===== src/rtl/mem_arbiter.sv =====
// mem_arbiter: two-port arbiter sharing one memory between the core requester
// (port 0) and a secondary bus master (port 1). Each accepted command is
// registered, driven to memory for MEM_LATENCY cycles, and answered with a
// one-cycle done pulse on the granted port.
// Optional feature: define MEM_ARB_ROUND_ROBIN_EN for round-robin tie-breaking;
// otherwise port 0 has fixed priority.
module mem_arbiter #(
    parameter int unsigned MEM_LATENCY = 1
) (
    input  logic        clk,
    input  logic        reset,

    input  logic        req0_valid,
    input  logic        req0_is_write,
    input  logic        req0_is_unsigned,
    input  logic [1:0]  req0_op_size,
    input  logic [31:0] req0_addr,
    input  logic [31:0] req0_wdata,
    output logic        req0_accept,
    output logic        req0_done,
    output logic [31:0] req0_rdata,
    output logic [2:0]  req0_fault_num,

    input  logic        req1_valid,
    input  logic        req1_is_write,
    input  logic        req1_is_unsigned,
    input  logic [1:0]  req1_op_size,
    input  logic [31:0] req1_addr,
    input  logic [31:0] req1_wdata,
    output logic        req1_accept,
    output logic        req1_done,
    output logic [31:0] req1_rdata,
    output logic [2:0]  req1_fault_num,

    output logic        mem_enable_n,
    output logic        mem_is_write,
    output logic        mem_is_unsigned,
    output logic [1:0]  mem_op_size,
    output logic [31:0] mem_addr,
    output logic [31:0] mem_in,
    input  logic [31:0] mem_out,
    input  logic [2:0]  mem_fault_num,

    output logic        busy
);

    typedef enum logic [1:0] {
        IDLE   = 2'd0,
        ACCESS = 2'd1,
        RESP   = 2'd2
    } state_t;

    state_t      state, state_next;
    logic [3:0]  cnt;
    logic        any_valid;
    logic        grant_sel;   // winner in the current IDLE cycle (1 = port 1)
    logic        grant;       // port owning the in-flight command
    logic        take;        // command accepted this cycle

    logic        cmd_is_write;
    logic        cmd_is_unsigned;
    logic [1:0]  cmd_op_size;
    logic [31:0] cmd_addr;
    logic [31:0] cmd_wdata;
    logic [31:0] resp_data;
    logic [2:0]  resp_fault;

`ifdef MEM_ARB_ROUND_ROBIN_EN
    logic        last_grant;
`endif

    // Winner selection: a lone requester wins; ties go to priority or round-robin.
    always_comb begin
        any_valid = req0_valid | req1_valid;
        grant_sel = ~req0_valid;
`ifdef MEM_ARB_ROUND_ROBIN_EN
        if (req0_valid && req1_valid) begin
            grant_sel = ~last_grant;
        end
`endif
    end

    // Next-state logic and accept strobes.
    always_comb begin
        state_next  = state;
        take        = 1'b0;
        req0_accept = 1'b0;
        req1_accept = 1'b0;
        case (state)
            IDLE: begin
                if (any_valid && !reset) begin
                    take        = 1'b1;
                    req0_accept = ~grant_sel;
                    req1_accept = grant_sel;
                    state_next  = ACCESS;
                end
            end
            ACCESS: begin
                if (cnt == 4'd0) begin
                    state_next = RESP;
                end
            end
            RESP: begin
                state_next = IDLE;
            end
            default: begin
                state_next = IDLE;
            end
        endcase
    end

    // State register.
    always_ff @(posedge clk) begin
        if (reset) begin
            state <= IDLE;
        end else begin
            state <= state_next;
        end
    end

    // Command/response registers, latency counter and grant tracking.
    always_ff @(posedge clk) begin
        if (reset) begin
            cnt             <= '0;
            grant           <= 1'b0;
            cmd_is_write    <= 1'b0;
            cmd_is_unsigned <= 1'b0;
            cmd_op_size     <= '0;
            cmd_addr        <= '0;
            cmd_wdata       <= '0;
            resp_data       <= '0;
            resp_fault      <= '0;
        end else begin
            if (take) begin
                cnt             <= 4'(MEM_LATENCY - 1);
                grant           <= grant_sel;
                cmd_is_write    <= grant_sel ? req1_is_write    : req0_is_write;
                cmd_is_unsigned <= grant_sel ? req1_is_unsigned : req0_is_unsigned;
                cmd_op_size     <= grant_sel ? req1_op_size     : req0_op_size;
                cmd_addr        <= grant_sel ? req1_addr        : req0_addr;
                cmd_wdata       <= grant_sel ? req1_wdata       : req0_wdata;
            end else if (state == ACCESS) begin
                if (cnt != 4'd0) begin
                    cnt <= cnt - 4'd1;
                end else begin
                    resp_data  <= mem_out;
                    resp_fault <= mem_fault_num;
                end
            end
        end
    end

`ifdef MEM_ARB_ROUND_ROBIN_EN
    // Round-robin pointer: starts at 1 so port 0 wins the first tie.
    always_ff @(posedge clk) begin
        if (reset) begin
            last_grant <= 1'b1;
        end else if (take) begin
            last_grant <= grant_sel;
        end
    end
`endif

    // Memory command, response routing and status outputs.
    always_comb begin
        mem_enable_n    = 1'b1;
        mem_is_write    = 1'b0;
        mem_is_unsigned = 1'b0;
        mem_op_size     = '0;
        mem_addr        = '0;
        mem_in          = '0;
        req0_done       = 1'b0;
        req1_done       = 1'b0;
        req0_rdata      = '0;
        req1_rdata      = '0;
        req0_fault_num  = '0;
        req1_fault_num  = '0;
        busy            = (state != IDLE);
        if (state == ACCESS) begin
            mem_enable_n    = 1'b0;
            mem_is_write    = cmd_is_write;
            mem_is_unsigned = cmd_is_unsigned;
            mem_op_size     = cmd_op_size;
            mem_addr        = cmd_addr;
            mem_in          = cmd_wdata;
        end
        if (state == RESP) begin
            if (grant) begin
                req1_done      = 1'b1;
                req1_rdata     = resp_data;
                req1_fault_num = resp_fault;
            end else begin
                req0_done      = 1'b1;
                req0_rdata     = resp_data;
                req0_fault_num = resp_fault;
            end
        end
    end

endmodule


===== config.mk =====
export PLATFORM = sky130hd
export DESIGN_NAME = mem_arbiter
export DESIGN_NICKNAME = d
export VERILOG_FILES = /design/src/rtl/mem_arbiter.sv
export SDC_FILE = /design/constraint.sdc
export NUM_CORES = 1
export LEC_CHECK = 0
export CAP_MARGIN = 25
export CORE_MARGIN = 3
export CORE_UTILIZATION = 34
export DETAILED_ROUTE_END_ITERATION = 16
export PLACE_DENSITY = 0.77
export SKIP_LAST_GASP = 1
export SLEW_MARGIN = 0
export SYNTH_ARGS = -nofsm -noshare
export SYNTH_HDL_FRONTEND = slang
export SYNTH_SLANG_ARGS = --single-unit

===== constraint.sdc =====
create_clock -name clk -period 1.5 [get_ports clk]
set_input_delay 0.375 -clock clk [delete_from_list [all_inputs] [get_ports clk]]
set_output_delay 0.375 -clock clk [all_outputs]
set_load 0.005 [all_outputs]

==> impl_metrics.json, run 1 <==
{
  "dr.first_iter.drc_count": 172,
  "power_frac_comb_pct": 21.8,
  "place_congestion": 0.7756,
  "rrSetupSlack_ns": -0.06,
  "violations": "setup timing",
  "hp-class": "register to register",
  "grt_pass1_vias": 5283,
  "synth_area_mm2": 0.005379,
  "firstDrtPassIters": 4,
  "async_flop_share_pct": 0,
  "critPathRequiredTime_ns": 1.12,
  "fin_crit_sh_pct": 147.2,
  "critPathKind": "register to primary output",
  "drive_above_1_share_pct": 9.392,
  "io_pins": 319,
  "final_nets": 1076,
  "finClkSkew_ns": 0.005185,
  "viasPerCell": 4.892,
  "cts_tree": "yes",
  "wl_per_cell_um": 16.24,
  "num-fill-cells": 1365,
  "power_frac_seq_pct": 42.4,
  "synth-edff-count": 0,
  "endpoint_kind": "primary output",
  "r2r.worst_path.cells": 6,
  "grt_pass1_wl_mm": 28.19,
  "postLayoutCellArea_mm2": 0.009420,
  "max-slew-margin-rel_pct": 65.59,
  "antenna_found_initial": 0,
  "fp.dieW_um": 131.8,
  "drc": 0,
  "root_buffer": "clkbuf_16",
  "clockBufferDepth": 2,
  "final_util_pct": 61.51,
  "fin_ws_ns": -0.7074,
  "core_area_mm2": 0.01531,
  "ys_seq_elements": 110,
  "finalSetupTns_ns": -93.70,
  "die_y_um": 131.8,
  "hold_viol_final": 0,
  "ys.flop_type": "dfxtp_1",
  "drt-total-wl_mm": 18.12,
  "cap_viol_max_count": 0,
  "power_switching_mw": 1.929,
  "run_status": "finished with violations",
  "diodes": 0,
  "port_buffers": 318,
  "switching_share_pct": 24.60,
  "period_minus_slack_ns": 2.207,
  "r2r-start": "cnt[0]",
  "setup_viol": 240,
  "htree_num_levels": 3,
  "cts_sinks": 110,
  "clk_pin_slew_ns": 0.07,
  "slew_viol_final": 0,
  "dpl_cell_area_mm2": 0.008939,
  "tightestPinTransition_ns": 0.5107,
  "p_int_mw": 5.915,
  "syn_nets": 760,
  "regToRegEndpoint": "resp_data[16]",
  "fmax_ghz": 0.4530,
  "critical_path.endpoint": "mem_addr[20]",
  "dpl.hpwl_mm": 13.35,
  "rsz0062_at_grt": "true",
  "overflow": 0,
  "grtUsageTotal_pct": 19.80,
  "syn_inst": 584,
  "area_delta_synth_final_pct": 75.13,
  "p_clk_share_pct": 35.8,
  "vias": 5460,
  "critPathMaxFanout": 36,
  "drtAntennaViolNets": 0,
  "fp-row-count": 45,
  "dieArea_mm2": 0.01737,
  "crit_start": "state[1]",
  "yosys_warnings": 0,
  "grt_max_degree": 65,
  "peakVddDrop_mv": 0.7318,
  "leakagePower_nw": 3.755,
  "cts_made_buffers": 9,
  "power.density_mw_per_mm2": 832.7,
  "dp_slack_ns": -0.6843,
  "crit_path_start_kind": "register",
  "synth_cell_type_count": 30,
  "worstPathArrival_ns": 1.83,
  "start_util_pct": 35.12,
  "syn_area_per_cell_um2": 9.210,
  "seq_area_frac_synth_pct": 40.94,
  "clk_latency_ns": 0.34
}
[through the flow]
step / total power [mW] / hold WS (ns) / cells
after floorplan: 4.084 / 0.4242 / 584
after global placement: 5.028 / 0.4355 / 1091
after detailed placement: 5.058 / 0.4402 / 1091
after CTS: 7.930 / 0.4613 / 1112
after global routing: 8.226 / 0.4684 / 1116
final: 7.844 / 0.4560 / 1116
[area by class of cell]
class / count / area, um^2 / area share [%]
well taps: 211 / 264.0 / 2.802
inverters: 6 / 22.52 / 0.2391
flip-flops and latches: 110 / 2206 / 23.42
multi-input cells: 412 / 2937 / 31.17
clock inverters: 5 / 105.1 / 1.116
clock buffers: 11 / 252.7 / 2.683
repair buffers: 361 / 3633 / 38.57
[cell families after synthesis]
logic type	after synthesis	synth area share [%]
compound gates	152	19.24
fa+ha+maj	1	0.2326
simple gates	191	21.49
mux	68	12.65
flops	110	40.94
buf+inv	62	5.443
[state kept, by name (all words and copies together) (netlist names)]
register         flops
resp_data           32
cnt                  4
cmd_is_unsigned      1
grant                1
state                2
cmd_wdata           32
cmd_addr            32
cmd_op_size          2
cmd_is_write         1
resp_fault           3
[worst max-delay path: stages, from the launching register on]
cell             delay, ns
dfxtp_2               0.34
and2b_2               0.27
buf_12                0.18
and2_1                0.14
clkdlybuf4s50_1       0.55
[layer usage]
layer	up-vias	global-route usage (%)	wire, um
met5	-	0	0
met4	0	6.418	351
met3	23	6.489	1419
met2	227	34.76	9104
met1	2515	22.82	7244
li1	2695	-	-
[power by group through the flow]
stage | clock network (mW) | logic, mW | registers (mW)
6_report | 2.81 | 1.71 | 3.33
2_1_floorplan | 0 | 0.741 | 3.34
5_1_grt | 3.01 | 1.85 | 3.36
3_5_place_dp | 0 | 1.67 | 3.38
3_3_place_gp | 0 | 1.65 | 3.38
4_1_cts | 2.89 | 1.71 | 3.33
[worst min path at each step]
stage	endpoint	cells past startpoint	startpoint	slack (ns)
detailed placement	cmd_wdata[11]	1	cmd_wdata[11]	0.44
global placement	cmd_wdata[4]	1	cmd_wdata[4]	0.44
global route	cmd_addr[1]	1	cmd_addr[1]	0.47
CTS	cmd_addr[1]	1	cmd_addr[1]	0.46
floorplan	cmd_addr[0]	1	cmd_addr[0]	0.42
finish	cmd_addr[19]	1	cmd_addr[19]	0.46
[Yosys cell counts (all sizes together), types with 2 or more instances]
library cell | n | area share (%)
o21ai | 40 | 3.7
nor2 | 4 | 0.28
o211ai | 2 | 0.28
a21oi | 39 | 3.7
buf | 29 | 3.1
inv | 6 | 0.42
mux2i | 68 | 13
nand3 | 36 | 3.3
clkbuf | 27 | 1.9
nor3 | 3 | 0.28
nor3b | 2 | 0.47
o2bb2ai | 67 | 11
dfxtp | 110 | 41
and2 | 139 | 16
[what timing repair did]
action | 4_1_cts | 5_1_grt
setup endpoints to repair | 249 | 253
gates cloned | 1 | 1
pin swaps | 3 | 4
buffers inserted | 4 | 3
gates resized for setup | 30 | 31
hold buffers | 0 | 0
[cell usage in the layout (no fill, tap or decap), types with 2 or more instances in the layout]
master	netlist	routed
and2_1	139	132
nor2_1	4	4
nor3b_4	0	2
mux2i_1	68	68
nand3_1	36	36
o21ai_0	40	40
dlygate4sd2_1	0	17
clkbuf_16	0	10
dlymetal6s2s_1	0	2
nor3_1	3	2
bufinv_16	0	3
a21oi_1	38	38
o211ai_1	2	2
clkbuf_2	0	3
clkdlybuf4s50_1	0	290
buf_6	4	7
and2_4	0	7
o2bb2ai_1	67	67
buf_4	0	30
dfxtp_2	0	3
inv_1	5	5
dfxtp_1	110	107
buf_12	0	9
clkbuf_8	0	2
clkinvlp_4	0	2
Power figures use the tool's default switching activity.
==> run 2, diff against run 1 <==
--- a/config.mk
+++ b/config.mk
@@ -10,6 +10,7 @@
 export CORE_UTILIZATION = 34
 export DETAILED_ROUTE_END_ITERATION = 16
 export PLACE_DENSITY = 0.77
+export REMOVE_ABC_BUFFERS = 1
 export SKIP_LAST_GASP = 1
 export SLEW_MARGIN = 0
 export SYNTH_ARGS = -nofsm -noshare
==> run 2 against run 1 <==
Against the previous run: the run still ends with setup timing left; routed wire length is 53% higher; design area rose by 25%; clock-buffer cell count did not move; clock power fell by 15%; first-iteration DRC count grew to 2.9 times the previous value; fmax rose by 4.5%; worst setup slack improved by 0.096 ns; non-clock buffer count increased by 76; power increased by 12%; critical endpoint is now req1_rdata[12].
==> impl_metrics.json, run 2 (same netlist as run 1, synthesis figures left out) <==
{
  "cpMaxStageDelayCell": "dfxtp_2",
  "hp-class": "register to register",
  "diodes": 0,
  "run_status": "finished with violations",
  "fin_ws_ns": -0.6116,
  "area_delta_synth_final_pct": 118.1,
  "port_buffers": 318,
  "clk_latency_ns": 0.36,
  "reg_top3": "cmd_addr x32, cmd_wdata x32, resp_data x32",
  "cts_made_buffers": 9,
  "period_minus_slack_ns": 2.112,
  "cts_tree": "yes",
  "worstPathArrival_ns": 1.74,
  "fp-row-count": 45,
  "clockBufferDepth": 2,
  "power_mw": 8.747,
  "finalSetupTns_ns": -75.94,
  "overflow": 0,
  "critPathBufInv": 5,
  "power.density_mw_per_mm2": 745.7,
  "grt_pass1_vias": 6181,
  "root_buffer": "clkbuf_16",
  "grtUsageTotal_pct": 26.17,
  "vias": 6491,
  "htree_num_levels": 3,
  "peakVddDrop_mv": 0.6667,
  "grt_pass1_wl_mm": 35.87,
  "antenna_found_initial": 2,
  "rsz0062_at_grt": "true",
  "max_stage_delay_ns": 0.34,
  "violations": "setup timing",
  "cp_common_cell": "buf_6",
  "core_area_mm2": 0.01531,
  "final_common_cell": "clkdlybuf4s50_1",
  "critPathKind": "register to primary output",
  "max-slew-margin-rel_pct": 63.98,
  "final_cell_mix": "clkdlybuf4s50_1 (172), buf_6 (163), and2_4 (134), dfxtp_1 (107), mux2i_1 (68)",
  "setup_viol": 197,
  "fin_crit_sh_pct": 140.8,
  "dpl.hpwl_mm": 13.66,
  "drt-total-wl_mm": 27.73,
  "wl_per_cell_um": 23.28,
  "fp.dieW_um": 131.8,
  "cts_sinks": 110,
  "leakagePower_nw": 4.911,
  "finClkSkew_ns": 0.009817,
  "final_nets": 1152,
  "cap_viol_max_count": 0,
  "place_congestion": 0.7544,
  "tightestPinTransition_ns": 0.5367,
  "viasPerCell": 5.450,
  "drive_above_1_share_pct": 49.80,
  "die_y_um": 131.8,
  "crit_path_start_kind": "register",
  "drc": 0,
  "dr.first_iter.drc_count": 503,
  "io_pins": 319,
  "dieArea_mm2": 0.01737,
  "clk_pin_slew_ns": 0.07,
  "critical-path-top-delay-family": "buffers and inverters",
  "endpoint_kind": "primary output",
  "fmax_ghz": 0.4736,
  "critPathMaxFanout": 5,
  "path_cells": "buf_6 > and3b_2 > buf_6 > buf_16 > clkbuf_16 > and2_4 > buf_6",
  "hold_viol_final": 0,
  "firstDrtPassIters": 4,
  "drtAntennaViolNets": 0,
  "cts_hold_buffers": 0,
  "slew_viol_final": 0,
  "start_util_pct": 35.12,
  "grt_max_degree": 70,
  "critPathRequiredTime_ns": 1.12
}
[run 2: path summary, 6_finish.rpt]
path / start / endpoint / slack (ns) / cells past startpoint
worst max register to register: state[1] / resp_data[22] / -0.37 / 10
worst max-delay path: state[1] / req1_rdata[12] / -0.61 / 7
worst min-delay path: cmd_wdata[20] / cmd_wdata[20] / 0.46 / 1
worst min register to register: cmd_wdata[20] / cmd_wdata[20] / 0.46 / 1
[run 2: layout make-up]
cell class | count | area (um^2)
clock buffer | 11 | 232.7
sequential | 110 | 2208
timing repair buffer | 437 | 5314
clock inverter | 4 | 48.80
multi-input combinational | 412 | 3627
fill | 915 | 3585
tap | 211 | 264.0
inverter | 6 | 35.03
[run 2: repair_timing]
item,in CTS,in global routing
setup endpoints to repair,254,199
setup buffers,47,16
pin swaps,128,42
gates resized for setup,791,277
cloned,26,5
[run 2: per-layer routing]
| layer | vias up | track usage, % | part of all wire [%] |
|---|---|---|---|
| li1 | 2862 | - | - |
| met1 | 3112 | 29.40 | 36 |
| met5 | - | 0 | 0.094 |
| met3 | 96 | 9.656 | 10 |
| met4 | 4 | 8.810 | 4.3 |
| met2 | 417 | 45.87 | 50 |
[run 2: through the flow]
step	area (um^2)	utilization (%)	setup slack, ns	hold slack (ns)	instances
floorplan	5109	-	-1.513	0.4242	528
global placement	8941	58.38	-0.9498	0.4354	1093
detailed placement	8941	58.38	-0.9227	0.4399	1093
CTS	10780	70.37	-0.5916	0.4578	1178
global route	11730	76.59	-0.6444	0.4767	1191
finish	11730	76.59	-0.6116	0.4583	1191
[run 2: where the power goes]
group          internal, mW  total [mW]  switching, mW
clock network          1.29        2.40           1.11
logic                  1.78        2.94           1.16
registers              3.19        3.41          0.217
total                  6.26        8.75           2.49
